[config.mk]
export PLATFORM = sky130hd
export DESIGN_NAME = instr_fetch_unit
export DESIGN_NICKNAME = d
export VERILOG_FILES = /design/src/rtl/cpu_types_pkg.sv /design/src/rtl/fetch_hold_buf.sv /design/src/rtl/instr_fetch_unit.sv
export SDC_FILE = /design/constraint.sdc
export NUM_CORES = 1
export LEC_CHECK = 0
export ABC_AREA = 1
export CORE_MARGIN = 5
export CORE_UTILIZATION = 52
export CTS_CLUSTER_DIAMETER = 50
export DETAILED_ROUTE_END_ITERATION = 12
export GPL_TIMING_DRIVEN = 0
export PLACE_DENSITY_LB_ADDON = 0.08
export SYNTH_ARGS = -nofsm -noshare
export SYNTH_HDL_FRONTEND = slang
export SYNTH_SLANG_ARGS = --single-unit
[constraint.sdc]
create_clock -name CLK -period 7.35 [get_ports CLK]
set_clock_uncertainty 0.05 [all_clocks]
set_input_delay 2.205 -clock CLK [delete_from_list [all_inputs] [get_ports CLK]]
set_output_delay 2.205 -clock CLK [all_outputs]
set_load 0.02 [all_outputs]
[src/rtl/cpu_types_pkg.sv]
// Shared datapath types and constants for the CPU pipeline stages.
package cpu_types_pkg;

   localparam int WORD_W  = 32;
   localparam int PC_STEP = 4;

   typedef logic [WORD_W-1:0] word_t;

   typedef enum logic [1:0] {
      FETCH,
      HOLD,
      HALTED
   } fetch_state_t;

endpackage : cpu_types_pkg

[src/rtl/fetch_hold_buf.sv]
// Single-entry skid buffer that keeps one fetched instruction and its PC+4
// while decode is stalled.
module fetch_hold_buf
   import cpu_types_pkg::*;
#(
   parameter int WORD_W = cpu_types_pkg::WORD_W
) (
   input  logic              CLK,
   input  logic              RST,
   input  logic              load_i,
   input  logic              drain_i,
   input  logic              clear_i,
   input  logic [WORD_W-1:0] instr_i,
   input  logic [WORD_W-1:0] npc_i,
   output logic [WORD_W-1:0] instr_o,
   output logic [WORD_W-1:0] npc_o,
   output logic              full_o
);

   logic [WORD_W-1:0] instr_q;
   logic [WORD_W-1:0] npc_q;
   logic              full_q;

   // NOTE: only the full flag is reset; the data registers are qualified by it
   // and never read while empty, so they need no reset.
   always_ff @(posedge CLK) begin
      if (RST || clear_i || drain_i) begin
         full_q <= 1'b0;
      end else if (load_i) begin
         full_q <= 1'b1;
      end
   end

   always_ff @(posedge CLK) begin
      if (load_i) begin
         instr_q <= instr_i;
         npc_q   <= npc_i;
      end
   end

   assign instr_o = instr_q;
   assign npc_o   = npc_q;
   assign full_o  = full_q;

endmodule : fetch_hold_buf

[src/rtl/instr_fetch_unit.sv]
// Instruction fetch stage: issues cache reads for pc_i, fills the IF/ID
// register, strobes the PC, and handles stall, flush and halt.
module instr_fetch_unit
   import cpu_types_pkg::*;
#(
   parameter int WORD_W  = cpu_types_pkg::WORD_W,
   parameter int PC_STEP = cpu_types_pkg::PC_STEP
) (
   input  logic              CLK,
   input  logic              RST,
   input  logic [WORD_W-1:0] pc_i,
   output logic              pc_en,
   output logic              imemREN,
   output logic [WORD_W-1:0] imemaddr,
   input  logic              ihit,
   input  logic [WORD_W-1:0] imemload,
   input  logic              stall_i,
   input  logic              flush_i,
   input  logic              halt_i,
   output logic [WORD_W-1:0] instr_o,
   output logic [WORD_W-1:0] npc_o,
   output logic              valid_o
);

   fetch_state_t      state_q, state_d;
   logic [WORD_W-1:0] instr_q, instr_d;
   logic [WORD_W-1:0] npc_q, npc_d;
   logic              valid_q, valid_d;

   logic              buf_load, buf_drain, buf_clear, buf_full;
   logic [WORD_W-1:0] buf_instr, buf_npc;
   logic [WORD_W-1:0] npc_calc;
   logic              fetch_ok;

   assign npc_calc = pc_i + WORD_W'(PC_STEP);
   assign imemaddr = {pc_i[WORD_W-1:2], 2'b00};

   // Reset also gates the strobes so an ihit during reset never advances the PC.
   assign fetch_ok = (state_q == FETCH) && !flush_i && !halt_i && !RST;
   assign imemREN  = fetch_ok;
   assign pc_en    = fetch_ok && ihit;

   // NOTE: every signal assigned here gets a default first so no latch is inferred.
   always_comb begin
      state_d   = state_q;
      instr_d   = instr_q;
      npc_d     = npc_q;
      valid_d   = valid_q;
      buf_load  = 1'b0;
      buf_drain = 1'b0;
      buf_clear = 1'b0;

      if (halt_i) begin
         state_d   = HALTED;
         valid_d   = 1'b0;
         buf_clear = 1'b1;
      end else if (state_q == HALTED) begin
         valid_d = 1'b0;
      end else if (flush_i) begin
         state_d   = FETCH;
         valid_d   = 1'b0;
         buf_clear = 1'b1;
      end else begin
         unique case (state_q)
            FETCH: begin
               if (ihit && !stall_i) begin
                  instr_d = imemload;
                  npc_d   = npc_calc;
                  valid_d = 1'b1;
               end else if (ihit) begin
                  buf_load = 1'b1;
                  state_d  = HOLD;
               end else if (!stall_i) begin
                  valid_d = 1'b0;
               end
            end
            HOLD: begin
               if (!stall_i) begin
                  instr_d   = buf_instr;
                  npc_d     = buf_npc;
                  valid_d   = buf_full;
                  buf_drain = 1'b1;
                  state_d   = FETCH;
               end
            end
            default: state_d = HALTED;
         endcase
      end
   end

   // NOTE: sequential state uses non-blocking assignments so all registers
   // update together from values sampled before the edge.
   always_ff @(posedge CLK) begin
      if (RST) begin
         state_q <= FETCH;
         instr_q <= '0;
         npc_q   <= '0;
         valid_q <= 1'b0;
      end else begin
         state_q <= state_d;
         instr_q <= instr_d;
         npc_q   <= npc_d;
         valid_q <= valid_d;
      end
   end

   fetch_hold_buf #(
      .WORD_W (WORD_W)
   ) u_hold_buf (
      .CLK     (CLK),
      .RST     (RST),
      .load_i  (buf_load),
      .drain_i (buf_drain),
      .clear_i (buf_clear),
      .instr_i (imemload),
      .npc_i   (npc_calc),
      .instr_o (buf_instr),
      .npc_o   (buf_npc),
      .full_o  (buf_full)
   );

   assign instr_o = instr_q;
   assign npc_o   = npc_q;
   assign valid_o = valid_q;

endmodule : instr_fetch_unit

==> flow_summary.yaml, run 1 <==
status:
  status: "finished clean"
pwr:
  comb_power_share_pct: 11.0
  switchingPower_mw: 0.430
  p_int_mw: 1.40
  p_leak_nw: 3.31
  clock_power_share_pct: 45.6
  power.density_nw_per_um2: 219
  vdd_drop_max_uv: 240
  power.share.sequential_pct: 43.4
  swShare_pct: 23.5
sta:
  finalHoldViolations: 0
  min_period_ns: 6.03
  worst_slew_pin_slew_ns: 0.625
  holdWs_ns: 0.430
  rsz0062_at_grt: "no"
  finalSetupTns_ns: 0
  slew_viol_final: 0
  slew_headroom_pct: 58.3
  post-route-period-util_pct: 82.0
  fmax_mhz: 166
  final-setup-viol-count: 0
routing:
  dr_total_vias: 5331
  avgRoutedWirePerCell_um: 16.9
  postRouteAntennaNets: 0
  drt_iter0_drc: 498
  wl_um: 16900
  post-route-drc-count: 0
  vias_per_cell: 5.32
  first_pass_iters: 6
worst_setup_path:
  cp-end-kind: "output pin"
  start_kind: "input port"
  critPathKind: "input port to output pin"
  crit_arrival_ns: 3.77
  required_ns: 5.10
  path_max_fanout: 5
clocking:
  clk_latency_ns: 0.42
  cts-root-buf: "clkbuf_16"
  hold_buffers: 0
  htreeDepth: 4
  cts_resized: 0
  path_clk_slew_ns: 0.06
  cts_sinks: 132
  cts_inserted_buffers: 17
  cts.path.max_buffers: 2
  tritoncts: "built"
  cts_setup_buffers: 0
global_routing:
  grt_pass1_vias: 5440
  antenna_found_initial: 0
  grt_max_degree: 31
  grt_remaining_overflow: 0
  grt_first_pass_wirelength_um: 26800
  grt.total_usage_pct: 25.7
floorplan:
  die_y_um: 116
  start_util_pct: 53.6
  num_rows: 38
  die_w_um: 116
  io_pins: 169
  core_sq_um: 11000
  dieArea_sq_um: 13500
synthesis:
  avgSynthCellArea_sq_um: 8.90
  yosys_warnings: 0
  syn_area_sq_um: 5880
  ys_ff_latch: 132
  synth_cell_type_count: 32
  synth_cells: 661
  yosysSeqAreaShare_pct: 55.8
place:
  dpl.hpwl_um: 12400
  gp_congestion: 0.871
  io_buffers: 166
finish:
  final_util_pct: 76.1
  drive_above_1_share_pct: 11.3
  num_antenna_cells: 0
  fin_nets: 920
  syn2layout_area_growth_pct: 42.2
flow_run:
  maxCapViolCount: 0
min_path:
  holdCritPathClass: "flop to flop"
-- state kept, by name, summed over array words and instances (netlist names) --
signal and cells:
instr_o 32, npc_o 32, state_q 2, u_hold_buf.full_o 1, u_hold_buf.instr_o 32, u_hold_buf.npc_o 32
valid_o 1
-- final timing paths --
check,startpoint,end,slack (ns),cells past startpoint
worst max-delay path,halt_i,pc_en,1.32,5
worst min-delay path,npc_o[4],npc_o[4],0.43,2
worst max register to register,state_q[0],u_hold_buf.npc_o[9],5.44,5
worst min register to register,npc_o[4],npc_o[4],0.43,2
-- per-layer routing --
layer	track usage (%)	vias to the layer above	part of all wire [%]
met5	0	-	0
met4	8.28	0	1.7
met3	7.93	28	7.5
met2	45.2	204	51
met1	29.9	2514	40
li1	-	2585	-
-- cell usage in the layout, fill, tap and decap left out, drive strengths merged, types with 33 or more instances in the layout --
master         synthesis  routed
edfxtp                64      64
o21ai                 66      66
nand2                181     181
clkbuf                12      33
dfxtp                 68      68
a21oi                 58      58
clkdlybuf4s50          0     166
nor2                  49      49
a31oi                 36      36
buf                   54      56
-- power by group through the flow --
stage,Combinational [mW],Sequential [mW],Clock [mW]
after CTS,0.202,0.796,0.842
after detailed placement,0.201,0.811,0
after global routing,0.218,0.797,0.881
final,0.202,0.796,0.837
after floorplan,0.0798,0.824,0
after global placement,0.196,0.812,0
-- logic make-up after synthesis --
group | after synthesis | synth area share (%)
AND/OR/NAND/NOR | 257 | 18.2
AO/OA/AOI/OAI | 163 | 14.9
flip-flops | 132 | 55.8
buffers and inverters | 92 | 8.44
XOR/XNOR | 15 | 2.36
adder cells (fa/ha/maj) | 1 | 0.213
other | 1 | 0.0638
-- critical path, stage by stage --
cell	delay, ns
clkdlybuf4s50_1	0.49
inv_1	0.12
nand2_1	0.12
nor3_1	0.20
clkdlybuf4s50_1	0.64
-- cell usage after synthesis, drive strengths merged --
library cell    n  share of area (%)
o21ai          66                5.6
nand2         181                 12
conb            1              0.064
clkbuf         12               0.77
ha              1               0.21
inv            26                1.7
o21bai          1               0.13
a31oi          36                3.8
o22ai           1               0.11
nor3            1              0.085
nand3b          5               0.64
a211oi          1               0.13
nand4           2               0.21
a21oi          58                5.1
xnor2           3               0.45
xor2           12                1.9
nand3          13                1.1
nor2           49                3.9
dfxtp          68                 23
edfxtp         64                 33
and2            5               0.53
buf            54                6.0
nor4            1               0.11
-- metrics by stage --
step / power [mW] / std cells / cell area (sq um) / setup WS, ns
finish: 1.84 / 1002 / 8360 / 1.32
detailed placement: 1.01 / 970 / 7780 / 1.32
global route: 1.90 / 1002 / 8360 / 1.26
floorplan: 0.904 / 662 / 5890 / 1.68
CTS: 1.84 / 1002 / 8360 / 1.32
global placement: 1.01 / 968 / 7720 / -0.0416
-- final cells by class --
| cell class | count | area [sq um] |
|---|---|---|
| buffer | 66 | 399 |
| clock buffer | 21 | 460 |
| timing repair buffer | 168 | 1710 |
| fill | 791 | 2620 |
| sequential | 132 | 3280 |
| inverter | 26 | 97.6 |
| clock inverter | 11 | 124 |
| multi-input combinational | 438 | 2110 |
| tap | 140 | 175 |
No activity file was read; power rests on OpenSTA's default activity.
==> run 2, diff against run 1 <==
--- a/config.mk
+++ b/config.mk
@@ -7,7 +7,7 @@
 export LEC_CHECK = 0
 export ABC_AREA = 1
 export CORE_MARGIN = 5
-export CORE_UTILIZATION = 52
+export CORE_UTILIZATION = 43
 export CTS_CLUSTER_DIAMETER = 50
 export DETAILED_ROUTE_END_ITERATION = 12
 export GPL_TIMING_DRIVEN = 0
==> constraint.sdc (replaced) <==
create_clock -name CLK -period 5.4 [get_ports CLK]
set_clock_uncertainty 0.05 [all_clocks]
set_input_delay 1.62 -clock CLK [delete_from_list [all_inputs] [get_ports CLK]]
set_output_delay 1.62 -clock CLK [all_outputs]
set_load 0.02 [all_outputs]
==> run 2 against run 1 <==
Compared with the run above:
- first-iteration DRC count fell by 36%
- wire length fell by 0.53%
- sequential power grew 36%
- non-clock buffer count stayed put
- worst hold slack got worse by 0.0075 ns
- die area up 19%
- largest cell class unchanged
- highest routed layer unchanged
==> flow_summary.yaml, run 2 (same netlist as run 1, synthesis figures left out) <==
status:
  status: "finished clean"
floorplan:
  die_y_um: 127
  core_sq_um: 13300
  io_pins: 169
  num_rows: 42
  die_w_um: 127
  start_util_pct: 44.1
  dieArea_sq_um: 16100
worst_setup_path:
  critical_path.top_delay_family: "buffers and inverters"
  cp-end-kind: "output pin"
  cpMostUsedCell: "clkdlybuf4s50_1"
  crit_arrival_ns: 3.15
  start_kind: "input port"
  required_ns: 3.73
  crit_slowest_cell: "clkdlybuf4s50_1"
  worstPathCellList: "clkdlybuf4s50_1, inv_1, nand2_1, nor3_1, clkdlybuf4s50_1"
  path_max_fanout: 5
  cp_num_buf_inv: 3
  critPathKind: "input port to output pin"
  cpPeakStageDelay_ns: 0.63
finish:
  fin_nets: 920
  final_cells: 1035
  syn2layout_area_growth_pct: 42.3
  final_cell_mix: "180 x nand2_1, 166 x clkdlybuf4s50_1, 68 x dfxtp_1"
  num_antenna_cells: 0
  layout_commonest_cell: "nand2_1"
  final_util_pct: 62.7
  drive_above_1_share_pct: 10.9
  finalInstanceArea_sq_um: 8370
routing:
  vias_per_cell: 5.05
  post-route-drc-count: 0
  dr_total_vias: 5231
  wl_um: 16800
  avgRoutedWirePerCell_um: 16.3
  postRouteAntennaNets: 0
  first_pass_iters: 5
  drt_iter0_drc: 318
sta:
  holdWs_ns: 0.423
  finalHoldViolations: 0
  fmax_mhz: 208
  slew_viol_final: 0
  final-setup-viol-count: 0
  rsz0062_at_grt: "no"
  slew_headroom_pct: 59.3
  post-route-period-util_pct: 89.2
  worst_slew_pin_slew_ns: 0.610
  min_period_ns: 4.82
clocking:
  cts_setup_buffers: 0
  clk_latency_ns: 0.41
  path_clk_slew_ns: 0.06
  cts_resized: 0
  htreeDepth: 4
  cts-root-buf: "clkbuf_16"
  cts.path.max_buffers: 2
  cts_sinks: 132
  cts_inserted_buffers: 17
  tritoncts: "built"
  hold_buffers: 0
place:
  dp_cells: 1006
  dpl.hpwl_um: 12700
  gp_congestion: 0.938
  io_buffers: 166
  place_area_sq_um: 7820
pwr:
  switchingPower_mw: 0.556
  power.density_nw_per_um2: 292
  p_int_mw: 1.89
  comb_power_share_pct: 11.2
  p_leak_nw: 3.29
  power.share.sequential_pct: 44.3
  finalPower_mw: 2.45
  swShare_pct: 22.7
  clock_power_share_pct: 44.5
  vdd_drop_max_uv: 177
global_routing:
  antenna_found_initial: 0
  grt.total_usage_pct: 21.0
  grt_pass1_vias: 5203
  grt_first_pass_wirelength_um: 26800
  grt_remaining_overflow: 0
  grt_max_degree: 28
flow_run:
  maxCapViolCount: 0
min_path:
  holdCritPathClass: "flop to flop"
==> run 2: power groups by stage <==
stage / logic [mW] / registers (mW) / clock network [mW]
floorplan: 0.109 / 1.12 / 0
global route: 0.296 / 1.09 / 1.15
finish: 0.274 / 1.08 / 1.09
CTS: 0.276 / 1.08 / 1.11
detailed placement: 0.274 / 1.10 / 0
global placement: 0.269 / 1.11 / 0
==> run 2: path summary, 6_finish.rpt <==
kind              startpoint               endpoint  slack [ns]  depth (start not counted)
setup / recovery      halt_i                  pc_en        0.58                          5
hold / removal      npc_o[4]               npc_o[4]        0.42                          2
setup reg to reg  state_q[0]  u_hold_buf.instr_o[1]        3.40                          5
hold reg to reg     npc_o[4]               npc_o[4]        0.42                          2
==> run 2: metrics by stage <==
| step | worst slack, ns | setup TNS, ns |
|---|---|---|
| 6_report | 0.584 | 0 |
| 5_1_grt | 0.479 | 0 |
| 4_1_cts | 0.569 | 0 |
| 3_5_place_dp | 0.578 | 0 |
| 3_3_place_gp | -1.69 | -109.64 |
| 2_1_floorplan | 0.312 | 0 |
==> run 2: layout make-up <==
class                   count  area, sq um
flip-flops and latches    132         3280
fillers                  1164         4980
multi-input cells         438         2110
repair buffers            168         1700
clock buffers              20          447
clock inverters             9          110
well taps                 176          220
inverters                  26         97.6
plain buffers              66          399
==> run 2: tightest hold or removal path, stage by stage, from the launching register on <==
cell and delay [ns]:
dfxtp_1 0.31, nand2_1 0.06, a21oi_1 0.05
==> run 2: per-layer routing <==
layer / GRT usage, % / vias to the layer above / part of all wire, %
met5: 0 / - / 0
met3: 4.67 / 16 / 6.7
met2: 36.1 / 179 / 48
met1: 26.2 / 2452 / 44
li1: - / 2584 / -
met4: 6.88 / 0 / 1.3
